--- src/rtl/tog_hs_tx.sv ---
`default_nettype none
// +--------------------------------------------------------------------------+
// | tog_hs_tx : source-side transmitter of a toggle-handshake CDC.           |
// |   Holds one word, flips req_tog, waits for the resynchronised ack.       |
// | Revision  : 1.0                                                          |
// +--------------------------------------------------------------------------+
module tog_hs_tx #(
  parameter int N           = 8,
  parameter int SYNC_STAGES = 2,   // legal range 2..4
  parameter int TIMEOUT     = 64   // 0 disables the timeout
) (
  input  logic         clkA,
  input  logic         rst_n,
  input  logic [N-1:0] data_in,
  input  logic         valid_in,
  output logic         ready_out,
  output logic [N-1:0] data_out,
  output logic         req_tog,
  input  logic         ack_tog_in,
  output logic         busy,
  output logic         done_pulse,
  output logic         timeout_err,
  input  logic         clr_err
);

  localparam int TW = (TIMEOUT < 1) ? 1 : $clog2(TIMEOUT + 1);

  typedef enum logic [0:0] {
    S_IDLE = 1'b0,
    S_WAIT = 1'b1
  } state_t;

  state_t                 state;
  state_t                 state_nxt;
  logic [SYNC_STAGES-1:0] ack_sh;
  logic [SYNC_STAGES-1:0] prime_sh;
  logic                   ack_sync;
  logic                   primed;
  logic                   accept;
  logic                   ack_seen;

  // Plain flop chain; nothing combinational ahead of the first stage.
  always_ff @(posedge clkA or negedge rst_n) begin
    if (!rst_n) begin
      ack_sh <= '0;
    end else begin
      ack_sh <= {ack_sh[SYNC_STAGES-2:0], ack_tog_in};
    end
  end

  // The chain holds reset zeros, not the peer's level, until it has been
  // flushed; without this a peer left at ack=1 would look in phase briefly.
  always_ff @(posedge clkA or negedge rst_n) begin
    if (!rst_n) begin
      prime_sh <= '0;
    end else begin
      prime_sh <= {prime_sh[SYNC_STAGES-2:0], 1'b1};
    end
  end

  assign ack_sync = ack_sh[SYNC_STAGES-1];
  assign primed   = prime_sh[SYNC_STAGES-1];

  // Masking with done_pulse keeps an accept out of the completion cycle.
  assign ready_out = (state == S_IDLE) && primed && (ack_sync == req_tog) && !done_pulse;
  assign busy      = (state == S_WAIT);

  always_ff @(posedge clkA or negedge rst_n) begin
    if (!rst_n) begin
      state <= S_IDLE;
    end else begin
      state <= state_nxt;
    end
  end

  always_comb begin
    state_nxt = state;
    accept    = 1'b0;
    ack_seen  = 1'b0;
    case (state)
      S_IDLE: begin
        if (valid_in && ready_out) begin
          accept    = 1'b1;
          state_nxt = S_WAIT;
        end
      end
      S_WAIT: begin
        if (ack_sync == req_tog) begin
          ack_seen  = 1'b1;
          state_nxt = S_IDLE;
        end
      end
      default: state_nxt = S_IDLE;
    endcase
  end

  always_ff @(posedge clkA or negedge rst_n) begin
    if (!rst_n) begin
      data_out   <= '0;
      req_tog    <= 1'b0;
      done_pulse <= 1'b0;
    end else begin
      done_pulse <= ack_seen;
      if (accept) begin
        data_out <= data_in;
        req_tog  <= ~req_tog;
      end
    end
  end

  generate
    if (TIMEOUT > 0) begin : g_timeout
      localparam logic [TW-1:0] TMAX = TW'(TIMEOUT);

      logic [TW-1:0] timer;
      logic [TW-1:0] timer_inc;

      assign timer_inc = (timer == TMAX) ? timer : timer + 1'b1;

      always_ff @(posedge clkA or negedge rst_n) begin
        if (!rst_n) begin
          timer <= '0;
        end else if (accept) begin
          timer <= '0;
        end else if (state == S_WAIT) begin
          timer <= timer_inc;
        end
      end

      // Set only on the edge the timer first reaches the limit; set beats clear.
      always_ff @(posedge clkA or negedge rst_n) begin
        if (!rst_n) begin
          timeout_err <= 1'b0;
        end else if ((state == S_WAIT) && (timer != TMAX) && (timer_inc == TMAX)) begin
          timeout_err <= 1'b1;
        end else if (clr_err) begin
          timeout_err <= 1'b0;
        end
      end
    end else begin : g_no_timeout
      assign timeout_err = 1'b0;
    end
  endgenerate

endmodule
`default_nettype wire

--- config.mk ---
export PLATFORM = sky130hd
export DESIGN_NAME = tog_hs_tx
export DESIGN_NICKNAME = d
export VERILOG_FILES = /design/src/rtl/tog_hs_tx.sv
export SDC_FILE = /design/constraint.sdc
export NUM_CORES = 1
export LEC_CHECK = 0
export CORE_ASPECT_RATIO = 0.6
export CORE_MARGIN = 2
export CORE_UTILIZATION = 40
export DETAILED_ROUTE_END_ITERATION = 10
export PLACE_DENSITY = 0.69
export SKIP_LAST_GASP = 1
export SYNTH_ARGS = -nofsm -noshare
export SYNTH_HDL_FRONTEND = slang
export SYNTH_SLANG_ARGS = --single-unit
export TNS_END_PERCENT = 1
--- constraint.sdc ---
create_clock -name clkA -period 1.5 [get_ports clkA]
set_input_delay 0.225 -clock clkA [delete_from_list [all_inputs] [get_ports clkA]]
set_output_delay 0.225 -clock clkA [all_outputs]
set_load 0.01 [all_outputs]
---- Yosys cells after proc, flatten, opt, wreduce, memory -nomap -nowiden ----
Index checks and enable logic that the tools add are counted.
word-level totals
  logic and storage cells ................. 35
  input bits .............................. 13
  bits in registers ....................... 23
  output and inout bits ................... 13
operators by class
  multiplexer cells ....................... 11
  reduce and logical (&&, ||, !) cells .... 9
  equal/unequal tests ..................... 4
  bitwise operators ....................... 2
  $add $sub $neg .......................... 1
operators by type and width
  cell                 number
  $mux 7               3
  $eq 7x7->1 const B   2
  $add 7x1->7 const B  1
  $mux 1               7
  $ne 7x7->1 const B   1
  $logic_and 1x1->1    6
  $reduce_bool 2->1    2
  $not 1->1            2
  $pmux 1 s2           1
  $eq 1x1->1           1
  $logic_not 1->1      1

---- Longest topological paths before layout ----
  depth after elaboration ................. 8
  mapped depth ............................ 6
  mapped depth without buffers ............ 6

---- Worst setup path after synthesis ----
OpenSTA, ideal clock, no wires.
  kind .................................... reg-to-reg
  start ................................... reg state, in the netlist busy
  end ..................................... reg data_out[2]
  buffers on the path ..................... 2
  setup slack ............................. -0.042 ns
  setup time .............................. 0.125 ns
  period minus slack after synthesis ...... 1.542 ns
  arrival time ............................ 1.417 ns
  required time ........................... 1.375 ns
  cell stages (with the launch flop) ...... 6
  cell sequence ........................... dfrtp_1 nor3b_1 and3_1 buf_6 buf_6 mux2_4
between the ends
  longest elaborated chain between the ends .. 7
RTL lines
  what                             RTL line  source
  start, declared                  33        state_t state;
  start signal, assigned           72        state <= state_nxt;
  $not 1->1                        -
  $logic_and 1x1->1 (3 in series)  65        assign ready_out = (state == S_IDLE) && primed && (ack_sync == req_tog) && !done_pulse;
  $logic_and 1x1->1                82        if (valid_in && ready_out) begin
  $mux 1                           82
  $mux 1 (*)                       80        case (state)
  end signal, assigned             105       data_out <= data_in;
  end, declared                    17        output logic [N-1:0] data_out,
Every way passes the cells marked *; elsewhere a longest branch is shown, timed or not.
A chain may end at the register's enable or synchronous reset.

---- Worst setup path after layout ----
  start ................................... reg g_timeout.timer[1]
  end ..................................... reg timeout_err
between the ends
  longest elaborated chain between the ends .. 5
  elaborated cells on any way between the ends .. 9
  those cells by class .................... add/sub: 1; eq/ne: 3; mux: 2; reduce/logical: 3
RTL lines
  what                                                RTL line  source
  start, declared                                     115       logic [TW-1:0] timer;
  start signal, assigned                              126       timer <= timer_inc;
  $add 7x1->7 / $eq 7x7->1 (equally long branches)    118       assign timer_inc = (timer == TMAX) ? timer : timer + 1'b1;
  $mux 7                                              118
  $eq 7x7->1                                          134       end else if ((state == S_WAIT) && (timer != TMAX) && (timer_inc == TMAX)) begin
  $logic_and 1x1->1 (*)                               134
  $mux 1 / $reduce_bool 2->1 (equally long branches)  -
  end signal, assigned                                133       timeout_err <= 1'b0;
  end signal, assigned                                135       timeout_err <= 1'b1;
  end signal, assigned                                137       timeout_err <= 1'b0;
  end, declared                                       22        output logic timeout_err,
Marked as above.

==> summary.md <==
| Metric | Value |
|---|---|
| CP endpoint kind | flip-flop |
| Sequential-to-total area share from yosys stat | between 50% and 60% |
| Post-detail-place hpwl | roughly 1600 um |
| Final ANT Viol Nets | 0 |
| First-pass GRT wire length | just over 4000 um |
| Fill cells | 208 |
| Syn nets | slightly above 100 |
| TNS Setup | -420 ps |
| Setup CP Type | flip-flop to flip-flop |
| Total CTS buffers | 3 |
| IO Pins | 26 |
| DR vias | between 800 and 900 |
| VDD IR-drop max | roughly 0.00085 V |
| Synthesized netlist cell count | between 80 and 90 |
| Multi-input logic area | about 540 um^2 |
| # diodes | 0 |
| Post-Synth Simple-Gate Area | a little over an eighth |
| CTS root buf | clkbuf_8 |
| Worst Path Required | around 1700 ps |
| Failing checks | negative setup slack |
| DIE HEIGHT | 44.5 um |
| Starting Density | 42.8% |
| Multiplexer share of the synthesized area | 12.6% |
| Status | complete, but fails checks |
| Skew final | 1.87 ps |
| CTS tree | yes |
| Tot Pwr | 0.00296 W |
| IO Port Bufs | 25 |
| Commonest non-fill, non-tap cells in the layout | clkdlybuf4s50_1 (23), dfrtp_1 (22), buf_4 (15), nand2_1 (7), mux2_4 (7) |
| Worst Hold Class | input pin to async pin |
| Fin area | approximately 1600 um^2 |
| Synth Area in Adders | approximately 2.3% |
| WL final | around 2400 um |
| Hold_ws | a little over 300 ps |
| DR pass1 iterations | 4 |
| RSZ-0062 raised after global routing | yes |
| Synth Area in Compound Gates | ~13% |
| First-iteration detailed-routing DRC count | 42 |
| Final setup fails | 7 |
| # DRC | 0 |
| Final WS setup | -125 ps |
| DR vias/cell | around 5.1 |
| Post-DP Area | ~1500 um^2 |
| Worst setup SP type | flip-flop |
| Largest family of logic cells by synthesized area | simple AND/OR/NAND/NOR gates |
| Final slew viol count | 0 |
| Clock Tree Buf Depth | 2 |
| Site row count | 14 |
| Crit path max fanout | 4 |
| Routability-driven placement congestion ratio | between 0.7 and 0.8 |
| Die Wd | 71.5 um |
| Yosys cell types | 41 |
| Hold violation count in the final report | 0 |
| # H-tree levels | 1 |
| Vias in the first global route | between 800 and 900 |
| Critical Path, Cell by Cell | buf_6 -> ha_4 -> and3_4 -> nand3_2 -> mux2_4 -> o32ai_2 |
| Clock Sinks | 23 |
| Die footprint | roughly 3200 um^2 |
| Ys Warns | 0 |
| Synth Flop Type | dfrtp_1 |
| Async SR Flop Fraction | between 90% and 100% |
| Flops & latches, synth | 23 |
| Fmax | just over 600 MHz |
| Clock Latency Late Sink | ~270 ps |
| Synth Area in XOR/XNOR | under 10% |
| Final worst-path cycle share | 108% |
| Syn_area_per_cell | around 12 um^2 |
| Number of synthesized flops with an enable pin | 0 |
| Area delta synth->final | 46.9% |
| # hold bufs at CTS | 0 |
| WP data arrival | roughly 1800 ps |
| Initial antenna violation count | 0 |
| Pin count of the biggest net entering global routing | 24 |
| Most common cell after layout, fill and taps aside | clkdlybuf4s50_1 |
| Remaining global-route overflow | 0 |
| Clock-pin slew on the worst setup and hold paths | about 80 ps |
| Routed WL per cell | roughly 15 um |
| Share of cells above drive strength 1 | around 37% |
| P per Cell Area | about 1800 nW/um^2 |
| Core area | ~2600 um^2 |
| GRT Overall Usage | between 10% and 20% |
| Register area | 577 um^2 |
| Fin crit period | approximately 1600 ps |
| CP max stage delay | between 400 and 500 ps |
| LEAKAGE | 0.716 nW |
| Maxcap violations | 0 |
| Mapped Area | approximately 1100 um^2 |
| Nets | about 150 |
| Max stage delay cell, worst path | dfrtp_1 |
[final timing paths]
check | startpoint | to | cells past startpoint | slack [ps]
min in group clkA | prime_sh[0] | prime_sh[1] | 0 | 350
min reg2reg | prime_sh[0] | prime_sh[1] | 0 | 350
max | g_timeout.timer[1] | timeout_err | 6 | -130
max reg2reg | g_timeout.timer[1] | timeout_err | 6 | -130
max in group asynchronous | rst_n | g_timeout.timer[0] | 2 | 950
min | rst_n | data_out[0] | 2 | 310
[logic make-up (layout without fill, tap and decap cells)]
| kind of cell | count (synthesis) | count (layout) |
|---|---|---|
| mux | 10 | 10 |
| xor+xnor | 3 | 3 |
| fa+ha+maj | 2 | 2 |
| simple gates | 25 | 25 |
| other cells | 1 | 1 |
| buf+inv | 7 | 50 |
| compound gates | 17 | 17 |
| flops | 23 | 23 |
[area by class of cell]
cell class,instances,area share [%]
Clock buffer,4,2.80
Inverter,4,0.935
Multi-Input combinational cell,58,33.5
Sequential cell,23,35.9
Tap cell,32,2.49
Timing Repair Buffer,42,24.4
[cells in the mapped netlist (2+ instances only)]
cell	instances	area share (%)
dfrtp_1	23	53
buf_6	2	2.1
o22ai_1	2	1.1
ha_1	2	2.3
nand2_1	7	2.4
a21oi_1	2	0.92
nand3_1	2	0.92
inv_1	4	1.4
nor2_1	3	1.0
and2_1	2	1.1
xnor2_1	2	1.6
mux2_4	7	9.6
mux2_2	2	2.1
[critical path: cells and delay by family, from the launching register on]
family	cells	cell delay, ps
buf+inv	1	150
compound gates	1	230
fa+ha+maj	1	150
simple gates	2	260
flops	1	440
mux	1	310
[sequential cells by signal, summed over array words and instances, names as in the netlist]
register and cells:
data_out 8, g_timeout.timer 7, req_tog 1, ack_sh 2, prime_sh 2, busy 1, done_pulse 1, timeout_err 1
[stage by stage]
| stage | utilization [%] | worst slack, ps | instances |
|---|---|---|---|
| after floorplan | - | -4.37 | 88 |
| after global placement | 57.3 | -51.4 | 153 |
| after detailed placement | 57.3 | -136 | 153 |
| after CTS | 59.5 | -97.4 | 158 |
| after global routing | 62.8 | -196 | 163 |
| final | 62.8 | -125 | 163 |
[repair_timing]
action	in CTS	in global routing
resized for setup	3	13
setup buffers	1	5
pin swaps	1	4
setup endpoints to repair	9	15
[per-layer routing]
metal / track usage, % / vias to the layer above / wire (um)
li1: - / 400 / -
met4: 3.40 / 0 / 10
met2: 25.4 / 28 / 1040
met5: 0 / - / 0
met1: 24.5 / 409 / 1210
met3: 5.92 / 2 / 154
[power by group]
group          switching, W  internal [W]
clock              0.000195      0.000190
sequential         0.000178      0.000833
combinational      0.000626      0.000944
No activity file was read; power rests on OpenSTA's default activity.
==> patch 1: new RTL, same settings <==
The parameter `TIMEOUT` goes from 64 to 32.
--- a/src/rtl/tog_hs_tx.sv
+++ b/src/rtl/tog_hs_tx.sv
@@ -8,5 +8,5 @@
   parameter int N           = 8,
   parameter int SYNC_STAGES = 2,   // legal range 2..4
-  parameter int TIMEOUT     = 64   // 0 disables the timeout
+  parameter int TIMEOUT     = 32   // 0 disables the timeout
 ) (
   input  logic         clkA,
Behaviour: same outputs for any inputs over 10 cycles, from zero or initial values and one cycle with rst_n low; that may be too few to reach the edited logic, so the function may still have changed.
==> patch 1 against the original RTL <==
  * The run still ends with setup timing left
  * Count of clock-buffer cells in the layout decreased by 1
  * Worst setup slack improved by 81 ps
  * Synthesized area fell by 10%
  * Combinational power decreased by 9.6%
  * Design area decreased by 12%
  * Critical path depth down 3
  * Global-route usage decreased by 1.5 points
  * Routed wire length down 19%
  * Final cell count fell by 10%
  * Clock skew grew 1.9 ps
  * Sequential cell count is 1 lower
  * Total power rose by 0.70%
  * Worst hold slack lost 2.0 ps
  * Critical path type is now reg2out
==> patch 1: results <==
[outcome]
status = "finished with violations"
violations = "setup timing"

[grt]
grt_use_total_pct = 15.6
grt_pass1_wl_mm = 3.31
first_global_vias = 747

[placed_design]
place.gp.congestion = 0.847

[routing]
drt_iter0_drc = 53
num_vias = 715
routedLengthMet1_um = 923
wl_met2_um = 853

[logic_synthesis]
ys_types = 28
synth_compound_area_share_pct = 9.80
synth_xor_area_share_pct = 5.34
ys_top_cells_by_area = "dfrtp_1 56%, mux2_4 7.6%, xnor2_1 5.3%, mux2_2 3.4%, nand2_1 3.1%"
synth_common_cells = "22 x dfrtp_1, 8 x nand2_1, 6 x xnor2_1"
yosys.area_share.adder_pct = 2.54
synth.area.mux_share_pct = 11.1

[sta]
timing.hold.ws_ps = 304
fin_skew_ps = 3.78
setup_slack_ps = -44.8
setup_viol_count_final = 6

[critical_path]
reg2reg_from = "busy$_DFF_PN0_"
crit_type = "reg2out"
cp_max_fo = 2
cp.arrival_ps = 1320
r2r-end = "data_out[4]$_DFFE_PN0P_"
critical_path.max_stage_delay_ps = 400

[cells_and_area]
clk_share_pct = 5.02
drive_gt1_share_pct = 26.7
layout.cells.non_filler = 146
seqCellArea_sq_um = 551
largestRegisters = "data_out (8), g_timeout.timer (6)"
n_all_inverters = 3
buffers = 36
comb.multi_input.count = 51
layout.nonclk_buf_share_pct = 23.7
fillCellCount = 174

[pwr]
cellLeakagePower_nw = 0.648
peakVddDrop_uv = 865

[floorplanning]
rows = 13
[patch 1: cell count changes after synthesis, moves of 2 or more]
cell and delta:
xnor2_1 +4, a21oi_1 +2, and2_1 -2, and2_2 +2, mux2_4 -2, nor2_1 -2
o21ai_0 +2, o22ai_1 -2
[patch 1: through the flow]
stage | power, mW | utilization (%)
after floorplan | 1.77 | -
after global placement | 2.36 | 59.0
after detailed placement | 2.39 | 59.0
after CTS | 2.99 | 62.5
after global routing | 3.19 | 63.3
final | 2.99 | 63.3
[patch 1: power breakdown]
| part | internal [mW] | switching [mW] |
|---|---|---|
| registers | 0.830 | 0.182 |
| logic | 0.841 | 0.581 |
| clock network | 0.356 | 0.194 |
| total | 2.03 | 0.958 |
[patch 1: worst register-to-register path: stages, from the launching register on]
cell	delay, ps
dfrtp_1	400
nor3b_2	220
buf_4	140
buf_4	100
nand3_2	80
buf_4	180
mux2_4	300
==> patch 2: new RTL, config.mk and constraints unchanged <==
Without the edit above. Reset style: synchronous (`rst_n`), changed in 6 clocked blocks.
--- a/src/rtl/tog_hs_tx.sv
+++ b/src/rtl/tog_hs_tx.sv
@@ -41,5 +41,5 @@
 
   // Plain flop chain; nothing combinational ahead of the first stage.
-  always_ff @(posedge clkA or negedge rst_n) begin
+  always_ff @(posedge clkA) begin
     if (!rst_n) begin
       ack_sh <= '0;
@@ -51,5 +51,5 @@
   // The chain holds reset zeros, not the peer's level, until it has been
   // flushed; without this a peer left at ack=1 would look in phase briefly.
-  always_ff @(posedge clkA or negedge rst_n) begin
+  always_ff @(posedge clkA) begin
     if (!rst_n) begin
       prime_sh <= '0;
@@ -66,5 +66,5 @@
   assign busy      = (state == S_WAIT);
 
-  always_ff @(posedge clkA or negedge rst_n) begin
+  always_ff @(posedge clkA) begin
     if (!rst_n) begin
       state <= S_IDLE;
@@ -95,5 +95,5 @@
   end
 
-  always_ff @(posedge clkA or negedge rst_n) begin
+  always_ff @(posedge clkA) begin
     if (!rst_n) begin
       data_out   <= '0;
@@ -118,5 +118,5 @@
       assign timer_inc = (timer == TMAX) ? timer : timer + 1'b1;
 
-      always_ff @(posedge clkA or negedge rst_n) begin
+      always_ff @(posedge clkA) begin
         if (!rst_n) begin
           timer <= '0;
@@ -129,5 +129,5 @@
 
       // Set only on the edge the timer first reaches the limit; set beats clear.
-      always_ff @(posedge clkA or negedge rst_n) begin
+      always_ff @(posedge clkA) begin
         if (!rst_n) begin
           timeout_err <= 1'b0;
Formal check against the unedited RTL: differs if rst_n is asserted again (counterexample within 4 cycles, from zero or initial values and one cycle with rst_n low); with rst_n held inactive, the same outputs for 10 cycles.
==> patch 2 against the original RTL <==
  * The run still ends with setup timing left
  * Die area shrank 10%
  * Routed wire length shrank 9.0%
  * Via count shrank 4.8%
  * Worst hold slack gained 130 ps
  * Synthesized area shrank 11%
  * Sequential cell count is the same
  * Worst setup slack gained 81 ps
  * Design area shrank 11%
  * Critical endpoint is now req_tog$_SDFFE_PN0P_
  * Largest cell class is now multi-input combinational cells
  * Highest routed layer unchanged
Power is not compared: it rests on default switching activity, and its combinational part moved more than twofold at a synthesized area within 25%.
==> patch 2: results <==
[outcome]
status = "finished with violations"
violations = "setup timing"

[sta]
setup_slack_ps = -44.3
max_slew_margin_pct = 81.5
fin_skew_ps = 1.84
setup_viol_count_final = 1

[logic_synthesis]
synth_flop_cell = "dfxtp_1"
seq_area_frac_synth_pct = 47.2
ys_types = 27
yosys_warnings = 0
ys_top_cells_by_area = "dfxtp_1 47%, mux2i_1 9.2%, xor2_1 6.3%, nor2b_1 5.1%, nor2_1 3.9%"
synth_nets = 116
syn-instance-count = 101
synth_common_cells = "23 x dfxtp_1, 10 x nor2_1, 9 x mux2i_1"
postSynth.asyncResetShare_pct = 0

[grt]
grt_max_degree = 17
grt_use_total_pct = 16.5
first_global_vias = 766
grt-ovfl-total = 0
antenna_found_initial = 0
grt_pass1_wl_mm = 3.56

[clock_network]
clkLatencyLatePin_ps = 260
numCtsBuffers = 3
root_buffer = "clkbuf_8"
path_clk_slew_ps = 80
cts_hold_buf = 0
htreeDepth = 1
cts_buffer_depth = 2

[placed_design]
post-place-ws_ps = -338
place.gp.congestion = 0.905
dp_hpwl_mm = 1.65
place_area_sq_mm = 0.00134
dp_cells = 164
port_buffers = 25

[pwr]
peakVddDrop_uv = 679
switching_share_pct = 21.9
cellLeakagePower_nw = 0.601

[critical_path]
endpoint = "req_tog$_SDFFE_PN0P_"
cp.arrival_ps = 1700
critPathSlowestCell = "or4_4"
crit_type = "reg2reg"
reg2reg_from = "req_tog$_SDFFE_PN0P_"
crit_family = "simple AND/OR/NAND/NOR gates"
critical_path.max_stage_delay_ps = 610
cp_max_fo = 6
r2r-end = "req_tog$_SDFFE_PN0P_"
r2r_slack_ps = -40
rr_worst_depth = 4

[cells_and_area]
largestRegisters = "data_out (8), g_timeout.timer (7)"
drive_gt1_share_pct = 17.3
num_antenna_cells = 0

[routing]
via_per_inst = 4.73
drt_iter0_drc = 10
wire_per_inst_um = 13.0
num_vias = 799
dr.pass1.iters = 4

[hold_path]
hold_path.class = "reg2reg"
[patch 2: changes by cell type in the layout (fill, tap and decap cells not counted), sizes merged, moves of 5 or more]
cell,unedited run,this run
mux2i,1,9
xor2,1,7
dfrtp,23,0
nor2b,1,8
dfxtp,0,23
nor2,3,10
mux2,9,0
buf,17,12
[patch 2: how the worst min path moves through the flow]
stage / cells past startpoint / slack (ps) / end / from
6_report: 1 / 440 / ack_sh[1]$_SDFF_PN0_ / ack_sh[0]$_SDFF_PN0_
3_5_place_dp: 1 / 420 / ack_sh[1]$_SDFF_PN0_ / ack_sh[0]$_SDFF_PN0_
3_3_place_gp: 1 / 420 / prime_sh[1]$_SDFF_PN0_ / prime_sh[0]$_DFF_P_
2_1_floorplan: 0 / 250 / prime_sh[0]$_DFF_P_ / rst_n
4_1_cts: 1 / 440 / ack_sh[1]$_SDFF_PN0_ / ack_sh[0]$_SDFF_PN0_
5_1_grt: 1 / 470 / ack_sh[1]$_SDFF_PN0_ / ack_sh[0]$_SDFF_PN0_
[patch 2: worst reg2reg max path, delay by kind of cell (launching register included)]
family,cells,cell delay (ps)
xor gates and xnor gates,2,350
and+or+nand+nor,2,760
DFF,1,340
[patch 2: layer usage]
layer	GRT usage (%)	wire (um)
met1	24.8	1160
met3	4.84	97
met5	0	0
met4	3.67	17
met2	22.9	916
[patch 2: per-stage QoR]
step / power, mW / TNS, ps
after global routing: 1.21 / -723
after global placement: 0.784 / -4150
after floorplan: 0.708 / -173
after CTS: 1.15 / -762
final: 1.16 / -44.3
after detailed placement: 0.787 / -4870
[patch 2: power groups by stage]
stage,sequential (mW),clock (mW),combinational [mW]
floorplan,0.656,0,0.0525
global placement,0.650,0,0.134
detailed placement,0.651,0,0.136
CTS,0.636,0.383,0.135
global route,0.639,0.422,0.153
finish,0.636,0.378,0.142
[patch 2: cell families (layout without fill, tap and decap cells)]
family,after synthesis,count (layout),synth area share (%)
AND/OR/NAND/NOR,42,43,23.2
flip-flops,23,23,47.2
XOR/XNOR,10,10,8.99
multiplexers,9,9,9.24
buffers and inverters,8,45,3.98
AO/OA/AOI/OAI,7,7,4.75
adder cells (fa/ha/maj),2,2,2.57
[patch 2: repair_timing]
action	CTS	global route
gates resized for setup	1	7
pin swaps	0	3
setup endpoints to repair	12	20
setup buffers	0	0
cloned	0	1
[patch 2: area by class of cell]
type                       instances  area [sq um]
sequential                        23           464
fill                             185           803
clock buffer                       4          45.0
inverter                           4          15.0
timing repair buffer              37           339
multi-input combinational         71           524
tap                               30          37.5
